--- src/rtl/lif_pkg.sv ---
// Shared types and the saturating leak/integrate helper for the LIF neuron chain.
package lif_pkg;

  typedef enum logic {
    LIF_INTEGRATE,
    LIF_REFRACTORY
  } lif_state_e;

  localparam int REFRAC_W = 4;

  // Returns the leaked membrane plus input, clamped to 2**width-1.
  function automatic logic [31:0] lif_leak_add(input logic [31:0] state,
                                               input logic [31:0] in,
                                               input int unsigned shift,
                                               input int unsigned width);
    logic [32:0] s;
    logic [31:0] maxv;
    s    = {1'b0, state - (state >> shift)} + {1'b0, in};
    maxv = 32'hFFFF_FFFF >> (32 - width);
    return (s > {1'b0, maxv}) ? maxv : s[31:0];
  endfunction

endpackage

--- src/rtl/lif_chain_if.sv ---
// Control/readout bundle of the LIF chain; LIF_SPIKE_COUNT_EN adds the spike-counter signals.
interface lif_chain_if #(
  parameter int WIDTH     = 8,
  parameter int N_NEURONS = 2
);
  localparam int SEL_W = (N_NEURONS > 1) ? $clog2(N_NEURONS) : 1;

  logic                 en;
  logic [WIDTH-1:0]     current_in;
  logic [WIDTH-1:0]     threshold;
  logic [SEL_W-1:0]     sel;
  logic [N_NEURONS-1:0] spike;
  logic [WIDTH-1:0]     state_out;
`ifdef LIF_SPIKE_COUNT_EN
  logic                 cnt_clr;
  logic [15:0]          spike_cnt;

  modport master(output en, current_in, threshold, sel, cnt_clr,
                 input  spike, state_out, spike_cnt);
  modport slave (input  en, current_in, threshold, sel, cnt_clr,
                 output spike, state_out, spike_cnt);
`else
  modport master(output en, current_in, threshold, sel,
                 input  spike, state_out);
  modport slave (input  en, current_in, threshold, sel,
                 output spike, state_out);
`endif
endinterface

--- src/rtl/lif_neuron_cell.sv ---
// One leaky-integrate-and-fire neuron: membrane, refractory FSM/counter and,
// under LIF_SPIKE_COUNT_EN, a saturating 16-bit spike counter.
module lif_neuron_cell
  import lif_pkg::*;
#(
  parameter int WIDTH      = 8,
  parameter int LEAK_SHIFT = 1,
  parameter int REFRAC     = 2
) (
  input  logic             clk,
  input  logic             rst_n,
  input  logic             en,
  input  logic [WIDTH-1:0] cur_in,
  input  logic [WIDTH-1:0] threshold,
`ifdef LIF_SPIKE_COUNT_EN
  input  logic             cnt_clr,
  output logic [15:0]      cnt_o,
`endif
  output logic [WIDTH-1:0] mem_o,
  output logic             spike_o
);

  lif_state_e            fsm_q, fsm_d;
  logic [REFRAC_W-1:0]   cnt_q, cnt_d;
  logic [WIDTH-1:0]      mem_q, mem_d;
  logic                  spike_q, spike_d;
  logic [31:0]           sum;
  logic                  fire;

  always_comb begin
    sum  = lif_leak_add(32'(mem_q), 32'(cur_in), LEAK_SHIFT, WIDTH);
    fire = (threshold != '0) && (sum >= 32'(threshold));
  end

  always_ff @(posedge clk or negedge rst_n) begin
    if (!rst_n) begin
      fsm_q   <= LIF_INTEGRATE;
      cnt_q   <= '0;
      mem_q   <= '0;
      spike_q <= 1'b0;
    end else begin
      fsm_q   <= fsm_d;
      cnt_q   <= cnt_d;
      mem_q   <= mem_d;
      spike_q <= spike_d;
    end
  end

  // Refractory exit happens on the edge that consumes the last count.
  always_comb begin
    fsm_d = fsm_q;
    if (en) begin
      case (fsm_q)
        LIF_INTEGRATE:  if (fire && (REFRAC != 0)) fsm_d = LIF_REFRACTORY;
        LIF_REFRACTORY: if (cnt_q == REFRAC_W'(1)) fsm_d = LIF_INTEGRATE;
        default:        fsm_d = LIF_INTEGRATE;
      endcase
    end
  end

  always_comb begin
    mem_d   = mem_q;
    cnt_d   = cnt_q;
    spike_d = 1'b0;
    if (en) begin
      case (fsm_q)
        LIF_INTEGRATE: begin
          if (fire) begin
            spike_d = 1'b1;
            mem_d   = '0;
            cnt_d   = REFRAC_W'(REFRAC);
          end else begin
            mem_d = sum[WIDTH-1:0];
          end
        end
        default: begin
          mem_d = '0;
          cnt_d = cnt_q - REFRAC_W'(1);
        end
      endcase
    end
  end

  assign mem_o   = mem_q;
  assign spike_o = spike_q;

`ifdef LIF_SPIKE_COUNT_EN
  logic [15:0] scnt_q, scnt_d;

  // Clear wins over a coincident spike.
  always_comb begin
    scnt_d = scnt_q;
    if (cnt_clr)                           scnt_d = '0;
    else if (spike_d && scnt_q != 16'hFFFF) scnt_d = scnt_q + 16'd1;
  end

  always_ff @(posedge clk or negedge rst_n) begin
    if (!rst_n) scnt_q <= '0;
    else        scnt_q <= scnt_d;
  end

  assign cnt_o = scnt_q;
`endif

endmodule

--- src/rtl/lif_chain.sv ---
// Chain of N LIF neurons with spike-driven synapses and a registered readout mux.
// Optional LIF_SPIKE_COUNT_EN adds per-neuron spike counters and cnt_clr/spike_cnt.
module lif_chain
  import lif_pkg::*;
#(
  parameter int WIDTH      = 8,
  parameter int N_NEURONS  = 2,
  parameter int LEAK_SHIFT = 1,
  parameter int REFRAC     = 2,
  parameter int SYN_WEIGHT = 255
) (
  input logic       clk,
  input logic       rst_n,
  lif_chain_if.slave bus
);

  logic [WIDTH-1:0]     mem [N_NEURONS];
  logic [N_NEURONS-1:0] spike_w;
  logic [WIDTH-1:0]     state_out_q, state_out_d;
`ifdef LIF_SPIKE_COUNT_EN
  logic [15:0]          cnt [N_NEURONS];
  logic [15:0]          spike_cnt_q, spike_cnt_d;
`endif

  for (genvar k = 0; k < N_NEURONS; k++) begin : g_cell
    logic [WIDTH-1:0] cell_in;

    // Downstream neurons see the registered spike of their predecessor: one cycle per hop.
    if (k == 0) begin : g_head
      assign cell_in = bus.current_in;
    end else begin : g_link
      assign cell_in = spike_w[k-1] ? WIDTH'(SYN_WEIGHT) : '0;
    end

    lif_neuron_cell #(
      .WIDTH      (WIDTH),
      .LEAK_SHIFT (LEAK_SHIFT),
      .REFRAC     (REFRAC)
    ) u_cell (
      .clk       (clk),
      .rst_n     (rst_n),
      .en        (bus.en),
      .cur_in    (cell_in),
      .threshold (bus.threshold),
`ifdef LIF_SPIKE_COUNT_EN
      .cnt_clr   (bus.cnt_clr),
      .cnt_o     (cnt[k]),
`endif
      .mem_o     (mem[k]),
      .spike_o   (spike_w[k])
    );
  end

  // Readout keeps tracking sel even while stepping is disabled.
  always_comb begin
    state_out_d = '0;
`ifdef LIF_SPIKE_COUNT_EN
    spike_cnt_d = '0;
`endif
    for (int k = 0; k < N_NEURONS; k++) begin
      if (int'(bus.sel) == k) begin
        state_out_d = mem[k];
`ifdef LIF_SPIKE_COUNT_EN
        spike_cnt_d = cnt[k];
`endif
      end
    end
  end

  always_ff @(posedge clk or negedge rst_n) begin
    if (!rst_n) begin
      state_out_q <= '0;
`ifdef LIF_SPIKE_COUNT_EN
      spike_cnt_q <= '0;
`endif
    end else begin
      state_out_q <= state_out_d;
`ifdef LIF_SPIKE_COUNT_EN
      spike_cnt_q <= spike_cnt_d;
`endif
    end
  end

  assign bus.spike     = spike_w;
  assign bus.state_out = state_out_q;
`ifdef LIF_SPIKE_COUNT_EN
  assign bus.spike_cnt = spike_cnt_q;
`endif

endmodule

--- src/flat_wrapper.sv ---
// flat-port wrapper written by rule: the top's interface ports become plain ports
module lif_chain_flat import lif_pkg::*;
#(
  parameter int WIDTH      = 8,
  parameter int N_NEURONS  = 2,
  parameter int LEAK_SHIFT = 1,
  parameter int REFRAC     = 2,
  parameter int SYN_WEIGHT = 255
)
  (clk, rst_n, bus_en, bus_current_in, bus_threshold, bus_sel, bus_spike, bus_state_out);
  lif_chain_if #(.WIDTH(WIDTH), .N_NEURONS(N_NEURONS)) bus_i ();
  input logic clk;
  input logic rst_n;
  input wire logic [$bits(bus_i.en)-1:0] bus_en;
  input wire logic [$bits(bus_i.current_in)-1:0] bus_current_in;
  input wire logic [$bits(bus_i.threshold)-1:0] bus_threshold;
  input wire logic [$bits(bus_i.sel)-1:0] bus_sel;
  output wire logic [$bits(bus_i.spike)-1:0] bus_spike;
  output wire logic [$bits(bus_i.state_out)-1:0] bus_state_out;
  assign bus_i.en = bus_en;
  assign bus_i.current_in = bus_current_in;
  assign bus_i.threshold = bus_threshold;
  assign bus_i.sel = bus_sel;
  assign bus_spike = bus_i.spike;
  assign bus_state_out = bus_i.state_out;
  lif_chain #(.WIDTH(WIDTH), .N_NEURONS(N_NEURONS), .LEAK_SHIFT(LEAK_SHIFT), .REFRAC(REFRAC), .SYN_WEIGHT(SYN_WEIGHT)) u_core (.clk(clk), .rst_n(rst_n), .bus(bus_i));
endmodule
--- config.mk ---
export PLATFORM = sky130hd
export DESIGN_NAME = lif_chain_flat
export DESIGN_NICKNAME = d
export VERILOG_FILES = /design/src/rtl/lif_pkg.sv /design/src/rtl/lif_chain_if.sv /design/src/rtl/lif_neuron_cell.sv /design/src/rtl/lif_chain.sv /design/src/flat_wrapper.sv
export SDC_FILE = /design/constraint.sdc
export NUM_CORES = 1
export LEC_CHECK = 0
export CORE_UTILIZATION = 45
export CTS_BUF_LIST = sky130_fd_sc_hd__clkbuf_2 sky130_fd_sc_hd__clkbuf_4 sky130_fd_sc_hd__clkbuf_8
export DETAILED_ROUTE_END_ITERATION = 8
export DONT_BUFFER_PORTS = 1
export GPL_TIMING_DRIVEN = 1
export HOLD_SLACK_MARGIN = 0.02
export PLACE_DENSITY_LB_ADDON = 0.05
export SLEW_MARGIN = 30
export SYNTH_ARGS = -nofsm -noshare
export SYNTH_HDL_FRONTEND = slang
export SYNTH_SLANG_ARGS = --single-unit
export TNS_END_PERCENT = 10
--- constraint.sdc ---
create_clock -name clk -period 18.03 [get_ports clk]
set_clock_uncertainty 0.2 [all_clocks]
set_input_delay 1.803 -clock clk [delete_from_list [all_inputs] [get_ports clk]]
set_output_delay 1.803 -clock clk [all_outputs]
set_load 0.02 [all_outputs]
==> results by stage <==
Run status:
- The flow ran to the end, and the final reports show no timing, DRC or antenna violations.

Synth:
- The fraction of synthesized cell area taken by the top area cell type is 23.61%.
- The post-synthesis cell count is 443.
- The count of cell types in the netlist is 57.
- Synthesis produced a netlist with a net count of 537.
- By count the netlist is led by ha_1 (70), inv_1 (52), dfrtp_1 (36).
- The number of flops mapped to enable cells by yosys is 0.
- The most instantiated library cell after synthesis is ha_1.
- The biggest area contributor in the post-synthesis netlist is dfrtp_1.
- For this run, the leading register cell type out of synthesis is dfrtp_1.
- The area fraction in compound gates after synthesis is 21.11%.
- The mux cell area share after synthesis is 0.2951%.
- After synthesis, the mean cell area works out to 8.614 sq um.
- After synthesis the netlist holds a flip-flop and latch count of 36.
- After synthesis, the cell types taking the most area are dfrtp_1 (24%), ha_1 (23%), inv_1 (5.1%), o21ai_0 (4.3%), nand2_1 (3.1%).
- Of the total synthesized cell area, the portion taken by full adders, half adders and majority gates is 25.05%.
- The dominant combinational cell family by area after synthesis is adder cells.
- The xor and xnor area share after synthesis is 4.131%.
- The simple-gate portion of the synthesized area is 19.90%.
- The mapped cell area is 3816 sq um.
- Sequential cells were found to cover 23.61% of the synthesized design area.
- The total number of yosys warnings is 0.
- The post-synthesis async set-or-reset flop share is 100.0%.

Layout:
- Measured on the finished design, the core utilization comes to 48.85%.
- Compared with the post-synthesis result, the final layout area differs by 5.180%.
- The total area of multi-input combinational cells is ~2700 sq um.
- After filler insertion, the fill cell instance count of the layout stands at about 800.
- Summing all flip-flop and latch instances after layout gives 900.9 sq um.
- The total inserted antenna cells is 0.
- Cells with a size suffix above 1 make up just under 5% of the layout.
- The net count of the finished layout is 539.

Global routing:
- Global routing finished with a remaining overflow of 0.
- The initial antenna violation count came to 0.
- The via count of the first global-routing pass is 2977.
- The global-route wire length before repair is around 14000 um.
- In the global route stage, overall resource usage came out at about a fifth.
- The largest net degree at the start of global routing is 37.

Critical path:
- In this run the worst setup path begins at u_core.g_cell[1].u_cell.mem_o[1].
- The data required time at the worst endpoint is 18.04 ns.
- The worst register-to-register path has a depth of 24.
- The worst setup path is captured at a flip-flop.
- The type of the worst setup path is flip-flop to flip-flop.
- Of all nets on the critical path, the largest fanout is 8.
- The launching point of the worst reg2reg path is u_core.g_cell[1].u_cell.mem_o[1].
- The worst setup path is launched from a flip-flop.
- Data arrives at the worst endpoint at 6.56 ns.

Clock network:
- The number of gates resized after CTS was 0.
- The clock input transition at the sequential cells of the worst setup and hold paths is 0.09 ns.
- Clock tree synthesis inserted a total of 5 buffers.
- Post-CTS timing repair inserted 0 buffers for setup.
- The number of buffers on the longest clock path is 2.
- The H-tree was split into 2 levels.
- TritonCTS built the clock tree.
- For this design, the CTS-stage hold fixing added 0 buffers.
- The clock sink count is 36.
- The clock latency on the worst-skew pair is around 0.30 ns.
- CTS placed an instance of clkbuf_8 at the clock tree root.

Floorplan:
- The die covers 8853 sq um.
- The die is about 94 um tall.
- The die extent in x is 94.09 um.
- Row generation in the floorplan step produced 33 rows.
- The number of ports placed on the die boundary is 30.
- For this configuration, the core starts out at a cell density of 46.44%.
- The floorplan step defined a core boundary enclosing 8217 sq um.

Placed design:
- The count of buffers added on input and output ports is 0.
- The final HPWL from detailed placement is roughly 7000 um.
- At the end of routability-driven placement, the weighted congestion stood at 0.8156.

STA:
- Static timing analysis puts the maximum clock frequency at around 150 MHz.
- The final cycle utilization of the critical path is 36.29%.
- Setup repair after global routing left no endpoint under its margin.
- In this run the tightest slew margin relative to its limit is a little under three fifths.
- The final count of pins violating max slew is 0.
- The final hold violation count came to 0.
- The worst-margin pin slew is around 0.66 ns.
- Setup total negative slack on the finished layout was measured at 0 ns.
- The tightest hold path in the finished design has a slack of 0.2932 ns.
- Subtracting the final worst setup slack from the clock period gives ~6.5 ns.
- Setup violations remaining at the end of the flow were counted as 0.

Pwr:
- The leakage power of the design is 1.741 nW.
- IR analysis of the VDD net gives a maximum drop of 0.1291 mV.
- Power comes to between 0.7 and 0.8 mW.
- Dividing total power by cell area gives a power density of 177.6 nW/um^2.

Drt:
- In the routed design, unresolved DRC markers number 0.
- The routed wire length is 8714 um.
- The total vias in the final route is 3119.
- The number of iterations in the first detailed-routing pass is 4.
- In this run the remaining antenna-violating nets after routing total 0.
- After detailed routing, the number of vias per cell comes to 5.661.
- The count of routing violations after the opening detailed-route iteration is 108.
- After detailed routing, the average wire length per cell comes to 15.81 um.

Hold path:
- Along the worst hold path, the cell count comes to 2.
- The worst hold path begins at u_core.g_cell[1].u_cell.mem_o[0].
- The tightest min-delay check is of the flip-flop to flip-flop type.

Run:
- Max-cap violations in this run came to 0.
==> logic make-up after synthesis <==
logic type / Yosys count
and+or+nand+nor: 143
muxes: 1
xor gates and xnor gates: 18
adders and majority gates: 74
buffers and inverters: 58
DFF: 36
AOI/OAI and AO/OA: 113
==> critical path, stage by stage (launching register included) <==
cell and delay (ns):
dfrtp_1 0.42, ha_1 0.23, fa_1 0.41, nor2b_1 0.25
o31ai_4 0.10, a21boi_0 0.14, ha_1 0.34, nand2_1 0.08
o311ai_0 0.41, a21oi_1 0.18, o21bai_1 0.31, nand2_1 0.10
ha_1 0.29, nor4bb_1 0.21, nand2_1 0.11, nor3_2 0.47
inv_1 0.12, or3b_1 0.42, ha_1 0.21, or4_1 0.51
a21oi_1 0.11, o21ai_0 0.11, a31oi_1 0.24, nand2_1 0.28
o22ai_1 0.21
==> layout by cell type (no fill, tap or decap), types with 3 or more instances in the layout <==
| master | instances |
|---|---|
| o31a_1 | 3 |
| o21a_1 | 7 |
| and2_1 | 3 |
| a31oi_1 | 5 |
| xor2_1 | 6 |
| xnor2_1 | 12 |
| o22ai_1 | 16 |
| inv_1 | 52 |
| dfrtp_1 | 36 |
| nor2_1 | 24 |
| nor4_1 | 3 |
| nor2b_1 | 10 |
| nand3_1 | 21 |
| nand2_1 | 32 |
| a21boi_0 | 4 |
| ha_1 | 70 |
| nor3_1 | 15 |
| nor3b_1 | 12 |
| a21oi_1 | 12 |
| clkbuf_8 | 5 |
| nand2b_1 | 5 |
| o21ai_0 | 33 |
| a21o_1 | 9 |
| o211ai_1 | 4 |
| fa_1 | 4 |
==> worst paths after layout <==
path                                                    endpoint  slack, ns
max in group asynchronous        u_core.g_cell[0].u_cell.spike_o      16.55
worst max-delay path            u_core.g_cell[1].u_cell.mem_o[0]      11.49
worst min register to register           u_core.bus.state_out[0]       0.29
worst min-delay path                     u_core.bus.state_out[0]       0.29
min in group asynchronous                u_core.bus.state_out[5]       0.99
worst max register to register  u_core.g_cell[1].u_cell.mem_o[0]      11.49
==> per-stage QoR <==
| step | setup slack, ns | instance area, sq um | cells |
|---|---|---|---|
| final | 11.49 | 4014 | 551 |
| after global routing | 10.93 | 4014 | 551 |
| after CTS | 11.46 | 4014 | 551 |
| after detailed placement | 11.40 | 3921 | 543 |
| after global placement | 11.55 | 3921 | 543 |
| after floorplan | 11.88 | 3816 | 443 |
==> sequential cells by signal, summed over array words and instances, names as in the netlist <==
| signal | count |
|---|---|
| u_core.bus.state_out | 8 |
| u_core.g_cell.u_cell.spike_o | 2 |
| u_core.g_cell.u_cell.mem_o | 16 |
| u_core.g_cell.u_cell.fsm_q | 2 |
| u_core.g_cell.u_cell.cnt_q | 8 |
==> metal layers <==
| metal | vias to the layer above | wire [um] | global-route usage [%] |
|---|---|---|---|
| met2 | 49 | 3791 | 32.42 |
| met4 | 0 | 30 | 3.077 |
| met1 | 1462 | 4585 | 30.57 |
| met5 | - | 0 | 0 |
| met3 | 2 | 306 | 3.964 |
| li1 | 1606 | - | - |
==> layout make-up <==
| type | count | share of cell area [%] |
|---|---|---|
| clock buffers | 5 | 1.714 |
| well taps | 105 | 3.273 |
| flip-flops and latches | 36 | 22.44 |
| multi-input cells | 349 | 67.02 |
| inverters | 53 | 4.956 |
| clock inverters | 3 | 0.5923 |
==> power by group <==
part	switching (mW)	internal (mW)
Combinational	0.302	0.227
Clock	0.0331	0.0274
Sequential	0.0229	0.101
Note: power is estimated with default switching activity, not from simulation.
